$ cat src/rtl/cpu_q8_pkg.sv
// Shared constants for the Q8 core: address/nibble widths, return-stack depth,
// the repurposed NOP opcodes and the reset vector.
package cpu_q8_pkg;

    localparam int unsigned Q8_PM_ADDR_W   = 8;
    localparam int unsigned Q8_NIBBLE_W    = 4;
    localparam int unsigned Q8_STACK_DEPTH = 4;

    localparam logic [7:0] Q8_OP_NOPC8 = 8'hC8;  // link (call prefix)
    localparam logic [7:0] Q8_OP_NOPCF = 8'hCF;  // return
    localparam logic [7:0] Q8_OP_NOPD8 = 8'hD8;  // clear stack error
    localparam logic [7:0] Q8_OP_NOPDF = 8'hDF;  // halt

    localparam int unsigned Q8_RESET_VECTOR = 0;

    function automatic logic is_taken_jump(input logic jmp, input logic jmp_nz,
                                           input logic dont_jmp);
        return jmp | (jmp_nz & ~dont_jmp);
    endfunction

endpackage

$ cat src/rtl/return_stack.sv
// Circular LIFO of return addresses: pushing when full overwrites the oldest
// entry, popping when empty is a no-op; both report through ovf/unf.
module return_stack
#(
    parameter int unsigned DEPTH   = 4,
    parameter int unsigned WIDTH   = 8,
    localparam int unsigned PTR_W  = $clog2(DEPTH),
    localparam int unsigned DEPTH_W = $clog2(DEPTH) + 1
) (
    input  logic               clk,
    input  logic               sync_reset,
    input  logic               push,
    input  logic               pop,
    input  logic [WIDTH-1:0]   din,
    output logic [WIDTH-1:0]   top,
    output logic [DEPTH_W-1:0] depth,
    output logic               ovf,
    output logic               unf
);

    logic [WIDTH-1:0] mem [DEPTH];
    logic [PTR_W-1:0] sp;
    logic             full;
    logic             empty;

    assign full  = (depth == DEPTH_W'(DEPTH));
    assign empty = (depth == '0);
    assign top   = mem[sp - PTR_W'(1)];
    assign ovf   = push & full;
    assign unf   = pop & empty;

    // sp wraps naturally because DEPTH is a power of two, so a full push
    // lands on the oldest slot.
    always_ff @(posedge clk) begin
        if (sync_reset) begin
            sp    <= '0;
            depth <= '0;
        end else if (push) begin
            sp <= sp + PTR_W'(1);
            if (!full) begin
                depth <= depth + DEPTH_W'(1);
            end
        end else if (pop && !empty) begin
            sp    <= sp - PTR_W'(1);
            depth <= depth - DEPTH_W'(1);
        end
    end

    always_ff @(posedge clk) begin
        if (!sync_reset && push) begin
            mem[sp] <= din;
        end
    end

endmodule

$ cat src/rtl/program_sequencer_q8.sv
// Program sequencer for the Q8 core: generates pm_addr, tracks pc, and adds
// halt plus a linked call/return mechanism over a small hardware return stack.
module program_sequencer_q8
    import cpu_q8_pkg::*;
#(
    parameter int unsigned PM_ADDR_W   = Q8_PM_ADDR_W,
    parameter int unsigned NIBBLE_W    = Q8_NIBBLE_W,
    parameter int unsigned STACK_DEPTH = Q8_STACK_DEPTH,
    localparam int unsigned DEPTH_W    = $clog2(STACK_DEPTH) + 1
) (
    input  logic                 clk,
    input  logic                 sync_reset,
    input  logic                 jmp,
    input  logic                 jmp_nz,
    input  logic                 dont_jmp,
    input  logic [NIBBLE_W-1:0]  ir_nibble,
    input  logic                 NOPC8,
    input  logic                 NOPCF,
    input  logic                 NOPD8,
    input  logic                 NOPDF,
    output logic [PM_ADDR_W-1:0] pm_addr,
    output logic [PM_ADDR_W-1:0] pc,
    output logic [PM_ADDR_W-1:0] from_PS,
    output logic [DEPTH_W-1:0]   stack_depth,
    output logic                 stack_err,
    output logic                 halted
);

    logic [PM_ADDR_W-1:0] pc_inc;
    logic [PM_ADDR_W-1:0] jump_target;
    logic [PM_ADDR_W-1:0] stack_top;
    logic                 link_pending;
    logic                 taken;
    logic                 halt_now;
    logic                 push;
    logic                 pop;
    logic                 ovf;
    logic                 unf;

    assign pc_inc      = pc + PM_ADDR_W'(1);
    assign jump_target = {ir_nibble, {(PM_ADDR_W - NIBBLE_W){1'b0}}};
    assign taken       = is_taken_jump(jmp, jmp_nz, dont_jmp);
    assign halt_now    = halted | NOPDF;
    assign from_PS     = pc;

    // Stack traffic is suppressed during reset and while halting.
    assign push = ~sync_reset & ~halt_now & link_pending & taken & ~NOPCF;
    assign pop  = ~sync_reset & ~halt_now & NOPCF;

    always_comb begin
        pm_addr = pc_inc;
        if (sync_reset) begin
            pm_addr = PM_ADDR_W'(Q8_RESET_VECTOR);
        end else if (halt_now) begin
            pm_addr = pc;
        end else if (NOPCF) begin
            pm_addr = (stack_depth != '0) ? stack_top : pc_inc;
        end else if (taken) begin
            pm_addr = jump_target;
        end
    end

    always_ff @(posedge clk) begin
        if (sync_reset) begin
            pc           <= PM_ADDR_W'(Q8_RESET_VECTOR);
            link_pending <= 1'b0;
            stack_err    <= 1'b0;
            halted       <= 1'b0;
        end else begin
            pc <= pm_addr;
            if (!halt_now) begin
                link_pending <= NOPC8;
            end
            if (ovf || unf) begin
                stack_err <= 1'b1;
            end else if (NOPD8 && !halt_now) begin
                stack_err <= 1'b0;
            end
            if (NOPDF) begin
                halted <= 1'b1;
            end
        end
    end

    return_stack #(
        .DEPTH (STACK_DEPTH),
        .WIDTH (PM_ADDR_W)
    ) u_return_stack (
        .clk        (clk),
        .sync_reset (sync_reset),
        .push       (push),
        .pop        (pop),
        .din        (pc_inc),
        .top        (stack_top),
        .depth      (stack_depth),
        .ovf        (ovf),
        .unf        (unf)
    );

endmodule

$ cat config.mk
export PLATFORM = sky130hd
export DESIGN_NAME = program_sequencer_q8
export DESIGN_NICKNAME = d
export VERILOG_FILES = /design/src/rtl/cpu_q8_pkg.sv /design/src/rtl/return_stack.sv /design/src/rtl/program_sequencer_q8.sv
export SDC_FILE = /design/constraint.sdc
export NUM_CORES = 1
export LEC_CHECK = 0
export CAP_MARGIN = 20
export CORE_ASPECT_RATIO = 0.5
export CORE_MARGIN = 5
export CORE_UTILIZATION = 48
export DETAILED_ROUTE_END_ITERATION = 8
export PLACE_DENSITY_LB_ADDON = 0.1
export SYNTH_ARGS = -nofsm -noshare
export SYNTH_HDL_FRONTEND = slang
export SYNTH_HIERARCHICAL = 1
export SYNTH_SLANG_ARGS = --single-unit
$ cat constraint.sdc
create_clock -name clk -period 2.42 [get_ports clk]
set_input_delay 0.363 -clock clk [delete_from_list [all_inputs] [get_ports clk]]
set_output_delay 0.363 -clock clk [all_outputs]
set_load 0.01 [all_outputs]
==> tab_implementation.tex <==
\begin{tabular}{lr}
\hline
Metric & Value \\
\hline
\multicolumn{2}{l}{\textbf{Cells and area}} \\
Net count of the finished layout & 329 \\
Number of antenna cells inserted & 0 \\
P\&R area growth vs syn & 42.4\% \\
Post-Layout Cell Count & between 300 and 400 \\
Share of post-route cells with drive strength above 1 & between 30\% and 40\% \\
Core Util, Final & between 70\% and 80\% \\
Design area & 3570 µm² \\
\multicolumn{2}{l}{\textbf{CTS}} \\
CTS Hold Bufs & 0 \\
Maximum buffer depth of the clock tree & 2 \\
Root Buffer Master & sky130\_fd\_sc\_hd\_\_clkbuf\_8 \\
CTS HTree Levels & 2 \\
Clk sink count & 48 \\
Clock tree from TritonCTS & built \\
Clock latency on the worst-skew pair & about 300 ps \\
Register clock-pin slew on the reported worst setup and hold paths & approximately 100 ps \\
Number of buffers inserted during clock tree synthesis & 5 \\
\multicolumn{2}{l}{\textbf{Timing}} \\
Min setup slack post-route & approximately 57 ps \\
Clk\_skew & 9.67 ps \\
Clock period minus worst slack & about 2400 ps \\
Setup tns final & 0 ps \\
Final-layout worst hold slack & 486 ps \\
Relative max-transition margin & about 71\% \\
Share of the clock period used by the worst path after layout & roughly 100\% \\
Total count of max-transition violations in the final report & 0 \\
Count of endpoints failing hold in the final timing report & 0 \\
Maximum clock frequency & 0.423 GHz \\
Count of endpoints failing setup in the final report & 0 \\
Slew at the pin closest to its max-slew limit & 426 ps \\
\multicolumn{2}{l}{\textbf{Synthesis}} \\
Synth Net Count & $\sim$240 \\
Share of synthesized area spent on multiplexers & under 10\% \\
Simple-gate area share of the yosys netlist & 14.9\% \\
Synthesized instance count & 220 \\
Post-Synthesis Cell Area & approximately 2500 µm² \\
Xor/xnor share of the synthesized area & under 10\% \\
Yosys top cell area share & a little under two fifths \\
Fraction of the mapped netlist area in compound gates & 15.9\% \\
Largest cells by area after synthesis & sky130\_fd\_sc\_hd\_\_edfxtp\_1, sky130\_fd\_sc\_hd\_\_dfxtp\_1, sky130\_fd\_sc\_hd\_\_mux4\_2 \\
Library cell with the largest summed area after synthesis & sky130\_fd\_sc\_hd\_\_edfxtp\_1 \\
Number of register bits inferred by synthesis & 48 \\
Syn Area/Cell & between 10 and 15 µm² \\
Seq/Total Area, Yosys & 51.0\% \\
Post-synth EDFFs & 32 \\
Main combinational cell family by area after synthesis & compound AO/OA/AOI/OAI gates \\
Share of flip-flops with an asynchronous set or reset & 0\% \\
Yosys warning total & 6 \\
Synth unique cells & 50 \\
Most frequently used flop master after synthesis & sky130\_fd\_sc\_hd\_\_edfxtp\_1 \\
Adder-cell share of the synthesized area & around 3.3\% \\
\multicolumn{2}{l}{\textbf{Job}} \\
Max-capacitance violation count & 0 \\
\multicolumn{2}{l}{\textbf{GRT}} \\
Overall fraction of global-route tracks in use & about a fifth \\
Number of global-route vias before repair & about 2000 \\
Initial antenna violation count & 0 \\
Wire length of the first global-routing pass & between 10 and 15 mm \\
Maximum number of pins on one net before global-route repair & 24 \\
GR Overflow Total & 0 \\
\multicolumn{2}{l}{\textbf{Placement}} \\
Final HPWL from detailed placement & slightly below 5 mm \\
Setup WS pre-CTS & -349 ps \\
Final weighted congestion in routability-driven placement & $\sim$0.94 \\
Cell count after placement & 368 \\
Instance area at placement & approximately 3300 µm² \\
IO Port Bufs & between 40 and 50 \\
\multicolumn{2}{l}{\textbf{Detailed routing}} \\
Final routed wire length divided by cell count & about 17 µm \\
Drt initial violations & 115 \\
Total wire length after detailed routing & 6.44 mm \\
Number of search-and-repair iterations in the first detailed-routing pass & 4 \\
Via count normalized by instance count & approximately 5.5 \\
DRT antenna net count & 0 \\
Vias & about 2100 \\
Remaining DRCs & 0 \\
\multicolumn{2}{l}{\textbf{Power}} \\
Reg power frac & 51.4\% \\
Pleak & between 1 and 1.5 nW \\
Portion of total power attributed to the clock network & between 30\% and 40\% \\
Total power & 1.74 mW \\
Max rail drop VDD & roughly 340 µV \\
Power dissipated by switching net loads & 0.412 mW \\
Power density of the placed cells & about 490 nW/µm² \\
Cell internal pwr & around 1.3 mW \\
Share of total power consumed by net switching & approximately a quarter \\
Proportion of power drawn by combinational gates & 14.9\% \\
\multicolumn{2}{l}{\textbf{Hold path}} \\
Classification of the worst-slack hold path & flop to flop \\
\multicolumn{2}{l}{\textbf{Die}} \\
Die Wd & approximately 110 µm \\
CORE AREA & 5000 µm² \\
Row cnt & 18 \\
I/O pin count & between 40 and 50 \\
Die height & between 60 and 70 µm \\
Effective utilization at floorplan & about half \\
Total die area & around 7000 µm² \\
\multicolumn{2}{l}{\textbf{Outcome}} \\
Outcome & finished, final reports clean \\
\multicolumn{2}{l}{\textbf{Critical path}} \\
Critical-path cell with the highest stage delay & sky130\_fd\_sc\_hd\_\_mux4\_2 \\
Kind of end point of the critical path & output pin \\
CP max FO & 3 \\
Ordered cell list for the critical path & buf\_6, buf\_4, mux4\_2, nand2b\_4, a21oi\_2, a2111oi\_2, buf\_2 \\
Required time worst endpoint & roughly 2100 ps \\
Sort of element at the start of the critical path & flop \\
WS Path Type & flop to output pin \\
Stage delay of the slowest cell on the critical path & approximately 550 ps \\
Arrival @ worst endpoint & 2000 ps \\
\hline
\end{tabular}
-- area by class of cell --
| class | count | area, µm² |
|---|---|---|
| flip-flops and latches | 48 | 1280 |
| clock buffers | 5 | 68.8 |
| fillers | 362 | 1430 |
| well taps | 70 | 87.6 |
| repair buffers | 101 | 860 |
| clock inverters | 3 | 46.3 |
| multi-input cells | 145 | 1190 |
| inverters | 9 | 33.8 |
-- cells in the mapped netlist, types with 2 or more instances --
library cell / instances
sky130_fd_sc_hd__or3_1: 2
sky130_fd_sc_hd__a21o_1: 3
sky130_fd_sc_hd__dfxtp_1: 16
sky130_fd_sc_hd__buf_2: 3
sky130_fd_sc_hd__o2111ai_1: 2
sky130_fd_sc_hd__o22ai_1: 2
sky130_fd_sc_hd__o211ai_1: 8
sky130_fd_sc_hd__nand2_1: 14
sky130_fd_sc_hd__a211oi_1: 7
sky130_fd_sc_hd__xor2_1: 3
sky130_fd_sc_hd__nand2b_1: 2
sky130_fd_sc_hd__mux4_2: 8
sky130_fd_sc_hd__o21a_1: 2
sky130_fd_sc_hd__or2_2: 2
sky130_fd_sc_hd__a2111oi_0: 2
sky130_fd_sc_hd__o21ai_0: 11
sky130_fd_sc_hd__nor2b_1: 3
sky130_fd_sc_hd__a21oi_1: 7
sky130_fd_sc_hd__a211o_1: 2
sky130_fd_sc_hd__inv_1: 9
sky130_fd_sc_hd__xnor2_1: 2
sky130_fd_sc_hd__nand3_1: 6
sky130_fd_sc_hd__nand3b_1: 2
sky130_fd_sc_hd__nor4b_1: 2
sky130_fd_sc_hd__a31oi_1: 2
sky130_fd_sc_hd__clkbuf_1: 5
sky130_fd_sc_hd__nor3_1: 9
sky130_fd_sc_hd__ha_1: 5
sky130_fd_sc_hd__buf_4: 9
sky130_fd_sc_hd__edfxtp_1: 32
sky130_fd_sc_hd__and3_1: 6
sky130_fd_sc_hd__nor2_1: 13
sky130_fd_sc_hd__a311oi_1: 2
-- cell families after synthesis --
family                     count (synthesis)
xor gates and xnor gates                   5
muxes                                      9
and+or+nand+nor                           69
DFF                                       48
buffers and inverters                     27
AOI/OAI and AO/OA                         56
adders and majority gates                  6
-- sequential cells by signal (all words and copies together) (netlist names) --
register	count
halted	1
from_PS	8
u_return_stack/sp	2
stack_err	1
u_return_stack/depth	3
u_return_stack/mem	32
link_pending	1
-- path summary, 6_finish.rpt --
path	endpoint	slack [ps]	from	depth (start not counted)
hold reg to reg	link_pending	490	link_pending	2
hold / removal	link_pending	490	link_pending	2
setup / recovery	pm_addr[0]	60	u_return_stack/sp[0]	7
setup reg to reg	u_return_stack/depth[2]	210	halted	8
-- timing repair --
item,in CTS,in global routing
pin swaps,5,8
setup buffers,2,3
resized for setup,37,24
setup endpoints to repair,9,9
-- critical path, delay by kind of cell, from the launching register on --
family                 cells  cell delay (ps)
multiplexers               1              550
AO/OA/AOI/OAI              2              230
flip-flops                 1              350
buffers and inverters      3              400
AND/OR/NAND/NOR            1              180
-- metal layers --
| metal | GRT usage, % | wire length [µm] |
|---|---|---|
| met5 | 0 | 0 |
| met4 | 4.28 | 65 |
| met3 | 7.26 | 543 |
| met2 | 31.0 | 2850 |
| met1 | 26.0 | 2990 |
-- power groups by stage --
stage,combinational (mW),clock [mW],sequential [mW]
6_report,0.261,0.587,0.896
3_3_place_gp,0.243,0,0.914
2_1_floorplan,0.101,0,0.926
4_1_cts,0.253,0.598,0.896
3_5_place_dp,0.248,0,0.915
5_1_grt,0.281,0.635,0.899
-- cell usage in the layout, fill, tap and decap left out, types with 5 or more instances in the layout --
cell,instances
sky130_fd_sc_hd__buf_4,54
sky130_fd_sc_hd__clkdlybuf4s50_1,32
sky130_fd_sc_hd__edfxtp_1,32
sky130_fd_sc_hd__nand2_1,14
sky130_fd_sc_hd__nor2_1,13
sky130_fd_sc_hd__dfxtp_1,13
sky130_fd_sc_hd__o21ai_0,9
sky130_fd_sc_hd__o211ai_1,8
sky130_fd_sc_hd__mux4_2,8
sky130_fd_sc_hd__inv_1,7
sky130_fd_sc_hd__nand3_1,6
sky130_fd_sc_hd__nor3_1,6
sky130_fd_sc_hd__a211oi_1,6
sky130_fd_sc_hd__and3_1,5
sky130_fd_sc_hd__clkbuf_8,5
sky130_fd_sc_hd__buf_6,5
Power figures use the tool's default switching activity.
